--- src/rtl/pipeline_hazard_controller_if.sv ---
// Pipeline control bundle between the ID/EX hazard taps and the stall/flush sequencer.
// The controller uses the slave modport; the pipeline top (or a bench) uses master.
interface pipeline_hazard_controller_if #(
  parameter int REG_ADDR_W = 5,
  parameter int CNT_W      = 32
);
  logic [REG_ADDR_W-1:0] id_rs1;
  logic [REG_ADDR_W-1:0] id_rs2;
  logic                  id_uses_rs1;
  logic                  id_uses_rs2;
  logic                  ex_mem_read;
  logic [REG_ADDR_W-1:0] ex_rd;
  logic                  ex_busy;
  logic                  branch_taken_ex;

  logic                  pc_write_en;
  logic                  if_id_write_en;
  logic                  id_ex_hold;
  logic                  if_id_flush;
  logic                  id_ex_flush;
  logic                  busy_timeout;
  logic [1:0]            ctrl_state;
  logic [CNT_W-1:0]      stall_cycles;
  logic [CNT_W-1:0]      flush_cycles;

  modport master (
    output id_rs1, id_rs2, id_uses_rs1, id_uses_rs2,
    output ex_mem_read, ex_rd, ex_busy, branch_taken_ex,
    input  pc_write_en, if_id_write_en, id_ex_hold, if_id_flush, id_ex_flush,
    input  busy_timeout, ctrl_state, stall_cycles, flush_cycles
  );

  modport slave (
    input  id_rs1, id_rs2, id_uses_rs1, id_uses_rs2,
    input  ex_mem_read, ex_rd, ex_busy, branch_taken_ex,
    output pc_write_en, if_id_write_en, id_ex_hold, if_id_flush, id_ex_flush,
    output busy_timeout, ctrl_state, stall_cycles, flush_cycles
  );
endinterface

--- src/rtl/pipeline_hazard_controller.sv ---
// Stall/flush sequencer for the 5-stage pipeline: load-use bubbles, taken-branch flushes, EX holds.
// Optional perf counters are built only when HAZARD_PERF_EN is defined.
module pipeline_hazard_controller #(
  parameter int REG_ADDR_W   = 5,
  parameter int FLUSH_CYCLES = 1,
  parameter int BUSY_TIMEOUT = 64,
  parameter int CNT_W        = 32
) (
  input  logic                          clk,
  input  logic                          reset,
  pipeline_hazard_controller_if.slave   hz
);

  typedef enum logic [1:0] {
    ST_RUN   = 2'd0,
    ST_FLUSH = 2'd1,
    ST_BUSY  = 2'd2
  } state_t;

  localparam int FW = (FLUSH_CYCLES > 1) ? $clog2(FLUSH_CYCLES + 1) : 1;
  localparam int BW = $clog2(BUSY_TIMEOUT + 1);
  localparam logic [FW-1:0] FCNT_RELOAD = FW'(FLUSH_CYCLES - 1);
  localparam logic [BW-1:0] BCNT_LIMIT  = BW'(BUSY_TIMEOUT);

  state_t          state_q, state_d;
  logic [FW-1:0]   fcnt_q, fcnt_d;
  logic [BW-1:0]   bcnt_q, bcnt_d;
  logic            timeout_q;

  logic            pc_we, ifid_we, hold, ifid_flush, idex_flush;
  logic            load_use;
  logic [REG_ADDR_W-1:0] rs1_unused_w, rs2_unused_w;

  assign rs1_unused_w = '0;
  assign rs2_unused_w = '0;

  assign load_use = hz.ex_mem_read && (hz.ex_rd != rs1_unused_w) &&
                    ((hz.id_uses_rs1 && (hz.id_rs1 == hz.ex_rd)) ||
                     (hz.id_uses_rs2 && (hz.id_rs2 == hz.ex_rd)));

  // NOTE: every signal written here gets a default first, so no path can infer a latch.
  always_comb begin
    pc_we      = 1'b1;
    ifid_we    = 1'b1;
    hold       = 1'b0;
    ifid_flush = 1'b0;
    idex_flush = 1'b0;
    state_d    = state_q;
    fcnt_d     = fcnt_q;
    bcnt_d     = bcnt_q;

    if (reset) begin
      pc_we      = 1'b0;
      ifid_we    = 1'b0;
      ifid_flush = 1'b1;
      idex_flush = 1'b1;
      state_d    = ST_RUN;
      fcnt_d     = '0;
      bcnt_d     = '0;
    end else if (state_q == ST_FLUSH) begin
      // Busy and load-use are ignored while the wrong-path instructions drain.
      ifid_flush = 1'b1;
      idex_flush = 1'b1;
      if (hz.branch_taken_ex) begin
        fcnt_d = FCNT_RELOAD;
      end else if (fcnt_q <= FW'(1)) begin
        state_d = ST_RUN;
        fcnt_d  = '0;
      end else begin
        fcnt_d = fcnt_q - FW'(1);
      end
    end else if (hz.ex_busy) begin
      pc_we   = 1'b0;
      ifid_we = 1'b0;
      hold    = 1'b1;
      state_d = ST_BUSY;
      if (state_q != ST_BUSY) begin
        bcnt_d = BW'(1);
      end else if (bcnt_q != BCNT_LIMIT) begin
        bcnt_d = bcnt_q + BW'(1);
      end
    end else begin
      // RUN, or the cycle BUSY releases: a branch or load-use here is acted on at once.
      state_d = ST_RUN;
      bcnt_d  = '0;
      if (hz.branch_taken_ex) begin
        ifid_flush = 1'b1;
        idex_flush = 1'b1;
        if (FLUSH_CYCLES > 1) begin
          state_d = ST_FLUSH;
          fcnt_d  = FCNT_RELOAD;
        end
      end else if (load_use) begin
        pc_we      = 1'b0;
        ifid_we    = 1'b0;
        idex_flush = 1'b1;
      end
    end
  end

  // NOTE: sequential state uses non-blocking assignments so every flop samples pre-edge values.
  always_ff @(posedge clk) begin
    state_q <= state_d;
    fcnt_q  <= fcnt_d;
    bcnt_q  <= bcnt_d;
    if (reset) begin
      timeout_q <= 1'b0;
    end else if ((state_q == ST_BUSY) && (bcnt_q == BCNT_LIMIT)) begin
      timeout_q <= 1'b1;
    end
  end

  assign hz.pc_write_en    = pc_we;
  assign hz.if_id_write_en = ifid_we;
  assign hz.id_ex_hold     = hold;
  assign hz.if_id_flush    = ifid_flush;
  assign hz.id_ex_flush    = idex_flush;
  assign hz.busy_timeout   = timeout_q;
  assign hz.ctrl_state     = state_q;

`ifdef HAZARD_PERF_EN
  logic [CNT_W-1:0] stall_q, flush_q;

  always_ff @(posedge clk) begin
    if (reset) begin
      stall_q <= '0;
      flush_q <= '0;
    end else begin
      if (!pc_we && (stall_q != '1)) stall_q <= stall_q + CNT_W'(1);
      if (idex_flush && (flush_q != '1)) flush_q <= flush_q + CNT_W'(1);
    end
  end

  assign hz.stall_cycles = stall_q;
  assign hz.flush_cycles = flush_q;
`else
  assign hz.stall_cycles = '0;
  assign hz.flush_cycles = '0;
`endif

endmodule

--- src/flat_wrapper.sv ---
// flat-port wrapper written by rule: the top's interface ports become plain ports
module pipeline_hazard_controller_flat 
#(
  parameter int REG_ADDR_W   = 5,
  parameter int FLUSH_CYCLES = 1,
  parameter int BUSY_TIMEOUT = 64,
  parameter int CNT_W        = 32
)
  (clk, reset, hz_id_rs1, hz_id_rs2, hz_id_uses_rs1, hz_id_uses_rs2, hz_ex_mem_read, hz_ex_rd, hz_ex_busy, hz_branch_taken_ex, hz_pc_write_en, hz_if_id_write_en, hz_id_ex_hold, hz_if_id_flush, hz_id_ex_flush, hz_busy_timeout, hz_ctrl_state, hz_stall_cycles, hz_flush_cycles);
  pipeline_hazard_controller_if #(.REG_ADDR_W(REG_ADDR_W), .CNT_W(CNT_W)) hz_i ();
  input  logic clk;
  input  logic reset;
  input wire logic [$bits(hz_i.id_rs1)-1:0] hz_id_rs1;
  input wire logic [$bits(hz_i.id_rs2)-1:0] hz_id_rs2;
  input wire logic [$bits(hz_i.id_uses_rs1)-1:0] hz_id_uses_rs1;
  input wire logic [$bits(hz_i.id_uses_rs2)-1:0] hz_id_uses_rs2;
  input wire logic [$bits(hz_i.ex_mem_read)-1:0] hz_ex_mem_read;
  input wire logic [$bits(hz_i.ex_rd)-1:0] hz_ex_rd;
  input wire logic [$bits(hz_i.ex_busy)-1:0] hz_ex_busy;
  input wire logic [$bits(hz_i.branch_taken_ex)-1:0] hz_branch_taken_ex;
  output wire logic [$bits(hz_i.pc_write_en)-1:0] hz_pc_write_en;
  output wire logic [$bits(hz_i.if_id_write_en)-1:0] hz_if_id_write_en;
  output wire logic [$bits(hz_i.id_ex_hold)-1:0] hz_id_ex_hold;
  output wire logic [$bits(hz_i.if_id_flush)-1:0] hz_if_id_flush;
  output wire logic [$bits(hz_i.id_ex_flush)-1:0] hz_id_ex_flush;
  output wire logic [$bits(hz_i.busy_timeout)-1:0] hz_busy_timeout;
  output wire logic [$bits(hz_i.ctrl_state)-1:0] hz_ctrl_state;
  output wire logic [$bits(hz_i.stall_cycles)-1:0] hz_stall_cycles;
  output wire logic [$bits(hz_i.flush_cycles)-1:0] hz_flush_cycles;
  assign hz_i.id_rs1 = hz_id_rs1;
  assign hz_i.id_rs2 = hz_id_rs2;
  assign hz_i.id_uses_rs1 = hz_id_uses_rs1;
  assign hz_i.id_uses_rs2 = hz_id_uses_rs2;
  assign hz_i.ex_mem_read = hz_ex_mem_read;
  assign hz_i.ex_rd = hz_ex_rd;
  assign hz_i.ex_busy = hz_ex_busy;
  assign hz_i.branch_taken_ex = hz_branch_taken_ex;
  assign hz_pc_write_en = hz_i.pc_write_en;
  assign hz_if_id_write_en = hz_i.if_id_write_en;
  assign hz_id_ex_hold = hz_i.id_ex_hold;
  assign hz_if_id_flush = hz_i.if_id_flush;
  assign hz_id_ex_flush = hz_i.id_ex_flush;
  assign hz_busy_timeout = hz_i.busy_timeout;
  assign hz_ctrl_state = hz_i.ctrl_state;
  assign hz_stall_cycles = hz_i.stall_cycles;
  assign hz_flush_cycles = hz_i.flush_cycles;
  pipeline_hazard_controller #(.REG_ADDR_W(REG_ADDR_W), .FLUSH_CYCLES(FLUSH_CYCLES), .BUSY_TIMEOUT(BUSY_TIMEOUT), .CNT_W(CNT_W)) u_core (.clk(clk), .reset(reset), .hz(hz_i));
endmodule
--- config.mk ---
export PLATFORM = sky130hd
export DESIGN_NAME = pipeline_hazard_controller_flat
export DESIGN_NICKNAME = d
export VERILOG_FILES = /design/src/rtl/pipeline_hazard_controller_if.sv /design/src/rtl/pipeline_hazard_controller.sv /design/src/flat_wrapper.sv
export SDC_FILE = /design/constraint.sdc
export NUM_CORES = 1
export LEC_CHECK = 0
export ABC_AREA = 1
export CORE_UTILIZATION = 31
export CTS_BUF_LIST = sky130_fd_sc_hd__clkbuf_4 sky130_fd_sc_hd__clkbuf_8
export DETAILED_ROUTE_END_ITERATION = 8
export HOLD_SLACK_MARGIN = 0.1
export PLACE_DENSITY = 0.82
export SLEW_MARGIN = 10
export SYNTH_ARGS = -nofsm -noshare
export SYNTH_HDL_FRONTEND = slang
export SYNTH_SLANG_ARGS = --single-unit
--- constraint.sdc ---
create_clock -name clk -period 1.1 [get_ports clk]
set_input_delay 0.165 -clock clk [delete_from_list [all_inputs] [get_ports clk]]
set_output_delay 0.165 -clock clk [all_outputs]
set_load 0.1 [all_outputs]
==> results of run 1 <==
-- cell type report --
cell class | count | area (um2)
sequential | 9 | 195.2
inverter | 25 | 137.6
fill | 352 | 1932
tap | 48 | 60.06
clock buffer | 4 | 48.80
multi-input combinational | 148 | 830.8
timing repair buffer | 39 | 456.7
-- power breakdown --
part | internal [uW] | switching [uW] | total (uW)
Combinational | 202 | 1210 | 1410
Clock | 278 | 138 | 416
Sequential | 328 | 9.27 | 337
Total | 807 | 1360 | 2170
-- worst register-to-register path: stages (launching register included) --
cell and delay, ns:
dfxtp_4 0.36, inv_2 0.07, ha_4 0.12, and3_4 0.19, nand2_4 0.08, o211a_1 0.21
-- per-layer routing --
metal	GRT usage	wire, um	vias to the layer above
li1	-	-	513
met1	0.1164	905	482
met2	0.2088	1393	63
met3	0.02174	181	8
met4	0.05682	82	0
met5	0	0	-
-- layout by cell type, fill, tap and decap left out, types with 2 or more instances in the layout --
master         instances
a21oi_2                3
buf_12                 8
buf_2                  3
buf_4                  9
buf_6                  8
buf_8                  5
clkbuf_2               2
clkbuf_8               3
conb_1                65
dfxtp_1                3
dfxtp_2                3
dfxtp_4                3
dlygate4sd2_1          2
ha_4                   2
inv_1                 12
inv_2                  5
inv_4                  2
inv_8                  4
nand2_1               20
nand2_2               14
nand2_4                4
nand3_1                2
nand3_2                4
nand3_4                2
nand4_1                3
nor2_1                 8
nor2_2                 4
nor2_4                 4
nor3_1                 4
-- final timing paths --
check,cells past startpoint,end,startpoint,slack [ns]
hold / removal,4,u_core.hz.ctrl_state[1],hz_ex_busy,0.30
setup / recovery,10,hz_if_id_write_en,hz_id_rs2[2],-0.24
hold reg to reg,2,u_core.hz.busy_timeout,u_core.hz.busy_timeout,0.50
setup reg to reg,5,u_core.bcnt_q[0],u_core.bcnt_q[1],-0.04
-- flip-flops by register name (all words and copies together), names as in the netlist --
name,count
u_core.bcnt_q,7
u_core.hz.busy_timeout,1
u_core.hz.ctrl_state,1
-- timing repair --
item,4_1_cts,5_1_grt
setup buffers,2,1
resized for setup,107,43
pin swaps,23,27
endpoints found under the setup margin,9,10
-- logic make-up after synthesis --
group	share of synthesized area
buffers and inverters	0.5032
other	0.003175
xor gates and xnor gates	0.007417
and+or+nand+nor	0.2786
AOI/OAI and AO/OA	0.03390
adders and majority gates	0.02118
DFF	0.1525
-- through the flow --
step / worst slack, ns / setup TNS (ns) / instances
3_3_place_gp: -0.7541 / -3.704 / 266
5_1_grt: -0.2900 / -1.146 / 273
6_report: -0.2365 / -0.7618 / 273
2_1_floorplan: -0.5104 / -1.239 / 249
4_1_cts: -0.2316 / -0.7000 / 272
3_5_place_dp: -0.7801 / -3.865 / 266
==> metrics.cfg, run 1 <==
[synth]
ys.flop_type = dfxtp_1
netlist_instances = 185
post-synth-top-area-cell = buf_4
yosysSeqAreaShare = 0.1525
synth.most_common_cell = buf_4
ys_ff_latch = 9
synth_edf_count = 0
ys_types = 22
synthTopCellsByCount = 66 x buf_4, 37 x nand2_1, 25 x inv_1
synth_top_cell_area_share = 0.4195
synth_warnings = 0
avgSynthCellArea_um2 = 6.385
synth.cell_area_mm2 = 0.001181
async_reset_ff_frac = 0
yosys-top-cells-area = buf_4 42%, dfxtp_1 15%, nand2_1 12%

[cells_and_area]
area_delta_synth_final_pct = 46.40
final_core_util = 0.4723
fin_nets = 250
antenna_cells = 0
final_area_mm2 = 0.001729
drive_gt1_frac = 0.4444

[outcome]
violations = setup timing
outcome = finished with violations

[run]
cap_violations = 0

[floorplanning]
fp.coreArea_mm2 = 0.003661
io_pins = 94
die_y_um = 63.73
initial_core_util = 0.3226
fp.dieW_um = 63.73
rows = 22
die_area_mm2 = 0.004061

[placement]
place.gp.congestion = 0.8579
dp_hpwl_mm = 1.856
port_buffers = 28
dpl_cell_area_mm2 = 0.001473

[setup_path]
path_class = input port to output port
path_cells = buf_2 -> nand2_1 -> nand2_1 -> nor2_1 -> nand3_1 -> nand2_2 -> nand3_2 -> nand2_2 -> clkinvlp_4 -> buf_12
crit_path_max_fanout = 2
cp-start-kind = input port
cp_slowest_stage_delay_ns = 0.19
cp.required_ns = 0.94
crit_buf_inv = 3
endpoint_kind = output port
cp_top_family = simple AND/OR/NAND/NOR gates
crit_arrival_ns = 1.17
crit_path_top_delay_cell = buf_12

[grt]
grt_max_degree = 6
grtUsageTotal = 0.1118
grt_pass1_vias = 883
grt_pass1_wl_mm = 3.657
antenna_found_initial = 0
grt_overflow = 0

[clock_tree]
htreeDepth = 1
clk_path_buf_depth = 2
cts.clk_slew.worst_paths_ns = 0.04
numCtsBuffers = 3
cts_tree = yes
cts_hold_buf = 0
clock_latency_ns = 0.24
cts-root-buf = clkbuf_8
cts_sinks = 9

[power_and_ir_drop]
vdd_ir_drop_max_uv = 605.5
total_power_uw = 2165
leakage_uw = 0.0008878
power_density_mw_per_mm2 = 1252

[timing]
layout_setup_ws_ns = -0.2365
hold_viol = 0
holdWs_ns = 0.3015
skew_ns = 0.0003767
rsz0062_at_grt = yes
setup_viol = 5
fmax_mhz = 748.2
period_minus_slack_ns = 1.337
slew_violations = 0
period_share = 1.215

[detailed_routing]
drt_iter0_markers = 34
via_per_inst = 3.905
wl_per_cell_um = 9.385
route.vias.total = 1066
totalWireLength_mm = 2.562
postRouteAntennaNets = 0
first_pass_iters = 6
post-route-drc-count = 0

[hold_path]
hp-class = input port to flip-flop

Note: power is estimated with default switching activity, not from simulation.
==> inputs of run 2 (changes only) <==
MAX_ROUTING_LAYER = met4   (was default)
==> run 2 against run 1 <==
Against the previous run:
- the flow still finishes with violations (setup timing)
- clock power about the same
- largest cell class unchanged
- sequential power about the same
- total power about the same
- core utilization unchanged
==> metrics.cfg, run 2 (synthesis results as in run 1) <==
[outcome]
outcome = finished with violations  ; unchanged
violations = setup timing  ; unchanged

[run]
cap_violations = 0  ; unchanged

[setup_path]
crit_path_max_fanout = 2  ; unchanged
cp_slowest_stage_delay_ns = 0.19  ; about the same
cp.required_ns = 0.94  ; about the same
crit_path_top_delay_cell = buf_12  ; unchanged
path_class = input port to output port  ; unchanged
crit_arrival_ns = 1.17  ; about the same
path_cells = buf_2 -> nand2_1 -> nand2_1 -> nor2_1 -> nand3_1 -> nand2_2 -> nand3_2 -> nand2_2 -> clkinvlp_4 -> buf_12  ; unchanged
cp-start-kind = input port  ; unchanged
endpoint_kind = output port  ; unchanged

[power_and_ir_drop]
vdd_ir_drop_max_uv = 605.5  ; about the same
power_density_mw_per_mm2 = 1252  ; about the same
leakage_uw = 0.0008878  ; unchanged
total_power_uw = 2166  ; was 2165 uW

[clock_tree]
cts.clk_slew.worst_paths_ns = 0.04  ; about the same
cts_hold_buf = 0  ; unchanged
htreeDepth = 1  ; unchanged
cts_sinks = 9  ; unchanged
clock_latency_ns = 0.24  ; about the same
clk_path_buf_depth = 2  ; unchanged
numCtsBuffers = 3  ; unchanged
cts-root-buf = clkbuf_8  ; unchanged
cts_tree = yes  ; unchanged

[detailed_routing]
via_per_inst = 3.938  ; was 3.905
wl_per_cell_um = 9.440  ; was 9.385 um
drt_iter0_markers = 37  ; was 34
totalWireLength_mm = 2.577  ; was 2.562 mm
route.vias.total = 1075  ; was 1,066
post-route-drc-count = 0  ; unchanged
first_pass_iters = 7  ; was 6
postRouteAntennaNets = 0  ; unchanged

[cells_and_area]
fin_nets = 250  ; unchanged
largest_reg_flops = 7  ; unchanged
mostFrequentLayoutCells = 65 x conb_1, 20 x nand2_1, 14 x nand2_2  ; unchanged
final_area_mm2 = 0.001729  ; unchanged
final_core_util = 0.4723  ; unchanged
nFillCells = 352  ; unchanged
final_common_cell = conb_1  ; unchanged
multi_input_area_um2 = 830.8  ; unchanged
area_delta_synth_final_pct = 46.40  ; unchanged
largest_register = u_core.bcnt_q  ; unchanged
antenna_cells = 0  ; unchanged
drive_gt1_frac = 0.4444  ; unchanged
regArea_um2 = 195.2  ; unchanged

[grt]
use_met1 = 0.1164  ; unchanged
use_met2 = 0.2088  ; unchanged
grt_pass1_vias = 883  ; unchanged
grt_pass1_wl_mm = 3.657  ; unchanged
met3_usage = 0.02174  ; unchanged
top_usage_layer = met2  ; unchanged
grt_max_degree = 6  ; unchanged
grt_overflow = 0  ; unchanged
antenna_found_initial = 0  ; unchanged
grtUsageTotal = 0.1149  ; was 0.1118

[floorplanning]
die_area_mm2 = 0.004061  ; unchanged
initial_core_util = 0.3226  ; unchanged
fp.dieW_um = 63.73  ; unchanged
fp.coreArea_mm2 = 0.003661  ; unchanged
die_y_um = 63.73  ; unchanged
rows = 22  ; unchanged
io_pins = 94  ; unchanged

[placement]
dp_hpwl_mm = 1.856  ; unchanged
port_buffers = 28  ; unchanged
dpl_cell_area_mm2 = 0.001473  ; unchanged
place.gp.congestion = 0.8717  ; was 0.8579

[timing]
setup_viol = 5  ; unchanged
layout_setup_ws_ns = -0.2381  ; was -0.2365 ns
hold_viol = 0  ; unchanged
rsz0062_at_grt = yes  ; unchanged
skew_ns = 0.0003713  ; was 0.0003767 ns
period_minus_slack_ns = 1.338  ; was 1.337 ns
holdWs_ns = 0.3013  ; was 0.3015 ns
period_share = 1.216  ; was 1.215
fmax_mhz = 747.3  ; was 748.2 MHz
slew_violations = 0  ; unchanged
fin_tns_setup_ns = -0.7665  ; was -0.7618 ns

[hold_path]
hp-class = input port to flip-flop  ; unchanged

## run 2: cell counts in the layout (fill, tap and decap cells not counted)
No cell type changed its count.
## run 2: power breakdown
group          switching [uW]  leakage [uW]  internal [uW]
clock                     138     0.0000262            278
sequential               9.27     0.0000766            328
combinational            1210      0.000785            202
total                    1360      0.000888            807
## run 2: path summary, 6_finish.rpt
| check | from | slack, ns | cells after the start | endpoint |
|---|---|---|---|---|
| max | hz_id_rs2[2] | -0.24 | 10 | hz_if_id_write_en |
| min | hz_ex_busy | 0.30 | 4 | u_core.hz.ctrl_state[1] |
| max reg2reg | u_core.bcnt_q[1] | -0.04 | 5 | u_core.bcnt_q[0] |
| min reg2reg | u_core.hz.busy_timeout | 0.50 | 2 | u_core.hz.busy_timeout |
## run 2: layout make-up
type | instances | area share
clock buffer | 4 | 0.02822
inverter | 25 | 0.07959
multi-input combinational | 148 | 0.4805
sequential | 9 | 0.1129
tap | 48 | 0.03473
timing repair buffer | 39 | 0.2641
## run 2: timing repair
| action | 4_1_cts | 5_1_grt |
|---|---|---|
| gates resized for setup | 107 | 43 |
| endpoints found under the hold margin | 0 | 0 |
| endpoints found under the setup margin | 9 | 10 |
| setup buffers | 2 | 1 |
| pin swaps | 23 | 27 |
## run 2: critical path: cells and delay by family
kind | cells | cell delay, ns
AND/OR/NAND/NOR | 7 | 0.57
buffers and inverters | 3 | 0.43
## run 2: stage by stage
step	worst slack [ns]	instances
floorplan	-0.5104	249
global placement	-0.7541	266
detailed placement	-0.7801	266
CTS	-0.2316	272
global route	-0.2900	273
finish	-0.2381	273
## run 2: layer usage
| layer | vias up | part of all wire |
|---|---|---|
| met2 | 72 | 0.54 |
| met3 | 8 | 0.079 |
| met5 | - | 0 |
| li1 | 513 | - |
| met4 | 0 | 0.032 |
| met1 | 482 | 0.35 |
==> inputs of run 3 (changes only) <==
CORE_MARGIN = 3   (was default)
CTS_CLUSTER_SIZE = 25   (was default)
==> run 3 against run 2 <==
Against the previous run:
- flip-flop and latch count did not move
- largest cell class unchanged
- fmax is 4.3% higher
- core utilization increased by 1.0 points
- register-to-register slack is essentially flat
- via count down 4.3%
- design area decreased by 2.5%
- the run still ends with setup timing left
- total power is 1.2% lower
- critical path type unchanged
==> metrics.cfg, run 3 (synthesis results as in run 1) <==
[detailed_routing]
first_pass_iters = 4  ; was 7
wl_per_cell_um = 9.948  ; was 9.440 um
postRouteAntennaNets = 0  ; unchanged
drt_iter0_markers = 46  ; was 37
post-route-drc-count = 0  ; unchanged
via_per_inst = 3.811  ; was 3.938
totalWireLength_mm = 2.686  ; was 2.577 mm
route.vias.total = 1029  ; was 1,075

[setup_path]
path_cells = buf_8 -> inv_4 -> nand2_2 -> nand2_1 -> nor2_1 -> nand3_1 -> nand2_2 -> nand3_2 -> nand2_2 -> clkinvlp_4 -> buf_12  ; was buf_2 -> nand2_1 -> nand2_1 -> nor2_1 -> nand3_1 -> nand2_2 -> nand3_2 -> nand2_2 -> clkinvlp_4 -> buf_12
timing.rr.end = u_core.bcnt_q[0]  ; unchanged
r2r_cells = 4  ; was 5
cp-start-kind = input port  ; unchanged
crit_path_top_delay_cell = buf_12  ; unchanged
timing.reg2reg.setup_slack_ns = -0.03  ; was -0.04 ns
cp_top_family = simple AND/OR/NAND/NOR gates  ; unchanged
crit_arrival_ns = 1.12  ; was 1.17 ns
crit_path_max_fanout = 3  ; was 2
path_class = input port to output port  ; unchanged
crit_buf_inv = 4  ; was 3
rr_startpoint = u_core.bcnt_q[4]  ; was u_core.bcnt_q[1]
cpMostUsedCell = nand2_2
cp_slowest_stage_delay_ns = 0.19  ; about the same
cp.required_ns = 0.94  ; about the same
endpoint_kind = output port  ; unchanged

[clock_tree]
cts-root-buf = clkbuf_8  ; unchanged
cts_sinks = 9  ; unchanged
htreeDepth = 1  ; unchanged
clk_path_buf_depth = 2  ; unchanged
numCtsBuffers = 3  ; unchanged
cts_tree = yes  ; unchanged
cts.clk_slew.worst_paths_ns = 0.04  ; about the same
clock_latency_ns = 0.23  ; was 0.24 ns
cts_hold_buf = 0  ; unchanged

[placement]
place.gp.congestion = 0.8805  ; was 0.8717
port_buffers = 28  ; unchanged
dp_cells = 264  ; was 266
dp_slack_ns = -0.7649  ; was -0.7801 ns
dp_hpwl_mm = 1.934  ; was 1.856 mm

[timing]
period_minus_slack_ns = 1.283  ; was 1.338 ns
fmax_mhz = 779.6  ; was 747.3 MHz
layout_setup_ws_ns = -0.1827  ; was -0.2381 ns
slew_violations = 0  ; unchanged
hold_viol = 0  ; unchanged
rsz0062_at_grt = yes  ; unchanged
holdWs_ns = 0.3259  ; was 0.3013 ns
period_share = 1.166  ; was 1.216
skew_ns = 0.0003679  ; was 0.0003713 ns
setup_viol = 4  ; was 5

[floorplanning]
io_pins = 94  ; unchanged
fp.dieW_um = 67.73  ; was 63.73 um
die_area_mm2 = 0.004587  ; was 0.004061 mm2
fp.coreArea_mm2 = 0.003495  ; was 0.003661 mm2
die_y_um = 67.73  ; was 63.73 um
rows = 21  ; was 22
initial_core_util = 0.3380  ; was 0.3226

[power_and_ir_drop]
p_int_uw = 795.9  ; was 807.3 uW
switching_share = 0.6279  ; was 0.6272
pwr-share-comb = 0.651  ; was 0.652
p_seq_frac = 0.157  ; was 0.156
total_power_uw = 2139  ; was 2166 uW
leakage_uw = 0.0008654  ; was 0.0008878 uW
switchingPower_uw = 1343  ; was 1358 uW
vdd_ir_drop_max_uv = 420.0  ; was 605.5 uV
power_density_mw_per_mm2 = 1269  ; was 1252 mW/mm2
clockPowerShare = 0.192  ; about the same

[cells_and_area]
multi_input_area_um2 = 805.8  ; was 830.8 um2
largest_reg_flops = 7  ; unchanged
mostFrequentLayoutCells = 65 x conb_1, 23 x nand2_1, 14 x nand2_2  ; was 65 x conb_1, 20 x nand2_1, 14 x nand2_2
regArea_um2 = 195.2  ; unchanged
nFillCells = 330  ; was 352
final_common_cell = conb_1  ; unchanged
fin_nets = 249  ; was 250
antenna_cells = 0  ; unchanged
drive_gt1_frac = 0.4152  ; was 0.4444
largest_register = u_core.bcnt_q  ; unchanged
area_delta_synth_final_pct = 42.69  ; was 46.40%
layout.cells.non_filler = 270  ; was 273

[hold_path]
hold_start = hz_ex_busy  ; unchanged
hp-class = input port to flip-flop  ; unchanged
holdPathEnd = u_core.hz.ctrl_state[1]  ; unchanged
hold_path_depth = 4  ; unchanged

[outcome]
violations = setup timing  ; unchanged
outcome = finished with violations  ; unchanged

[grt]
grt_overflow = 0  ; unchanged
antenna_found_initial = 0  ; unchanged
grtUsageTotal = 0.1060  ; was 0.1149
grt_pass1_wl_mm = 3.601  ; was 3.657 mm
grt_max_degree = 6  ; unchanged
grt_pass1_vias = 866  ; was 883

[run]
cap_violations = 0  ; unchanged

==> run 3: cell types whose count changed in the layout (fill, tap and decap cells not counted), sizes merged <==
| cell | change |
|---|---|
| buf | -1 |
==> run 3: worst reg2reg max path, delay by kind of cell (launching register included) <==
family	cells	cell delay (ns)
AOI/OAI and AO/OA	1	0.22
and+or+nand+nor	2	0.31
buffers and inverters	1	0.17
DFF	1	0.33
==> run 3: final cells by class <==
cell class / instances / area share
clock buffers: 4 / 0.02895
inverters: 25 / 0.08315
multi-input cells: 148 / 0.4781
well taps: 46 / 0.03415
repair buffers: 38 / 0.2598
flip-flops and latches: 9 / 0.1158
==> run 3: what timing repair did <==
| item | in CTS | in global routing |
|---|---|---|
| setup buffers | 1 | 2 |
| resized for setup | 103 | 35 |
| pin swaps | 26 | 30 |
| endpoints found under the setup margin | 9 | 8 |
==> run 3: per-stage QoR <==
step	util	TNS, ns	instance area (um2)
after global routing	0.4823	-1.008	1685
after global placement	0.4207	-3.684	1470
after detailed placement	0.4207	-3.796	1470
after floorplan	-	-1.239	1525
final	0.4823	-0.5588	1685
after CTS	0.4486	-0.5406	1568
==> run 3: routing by layer <==
| layer | vias to the layer above | global-route usage | routed length [um] |
|---|---|---|---|
| met4 | 0 | 0.03038 | 62 |
| met2 | 60 | 0.1981 | 1474 |
| met5 | - | - | 0 |
| met1 | 453 | 0.1118 | 882 |
| li1 | 510 | - | - |
| met3 | 6 | 0.01997 | 267 |
==> run 3: worst max-delay path by stage <==
stage                      start                end  slack (ns)  cells past startpoint
global route         hz_ex_rd[3]     hz_pc_write_en       -0.27                     11
CTS                  hz_ex_rd[2]  hz_if_id_write_en       -0.21                     10
global placement     hz_ex_rd[4]     hz_pc_write_en       -0.75                     11
floorplan           hz_id_rs2[4]     hz_pc_write_en       -0.51                     10
detailed placement   hz_ex_rd[4]  hz_if_id_write_en       -0.76                     11
finish               hz_ex_rd[3]  hz_if_id_write_en       -0.18                     11
==> run 3: power groups by stage <==
stage,clock [uW],combinational [uW],sequential [uW]
floorplan,0,1340,356
global placement,0,1350,343
detailed placement,0,1350,343
CTS,417,1360,338
global route,440,1440,336
finish,410,1390,337
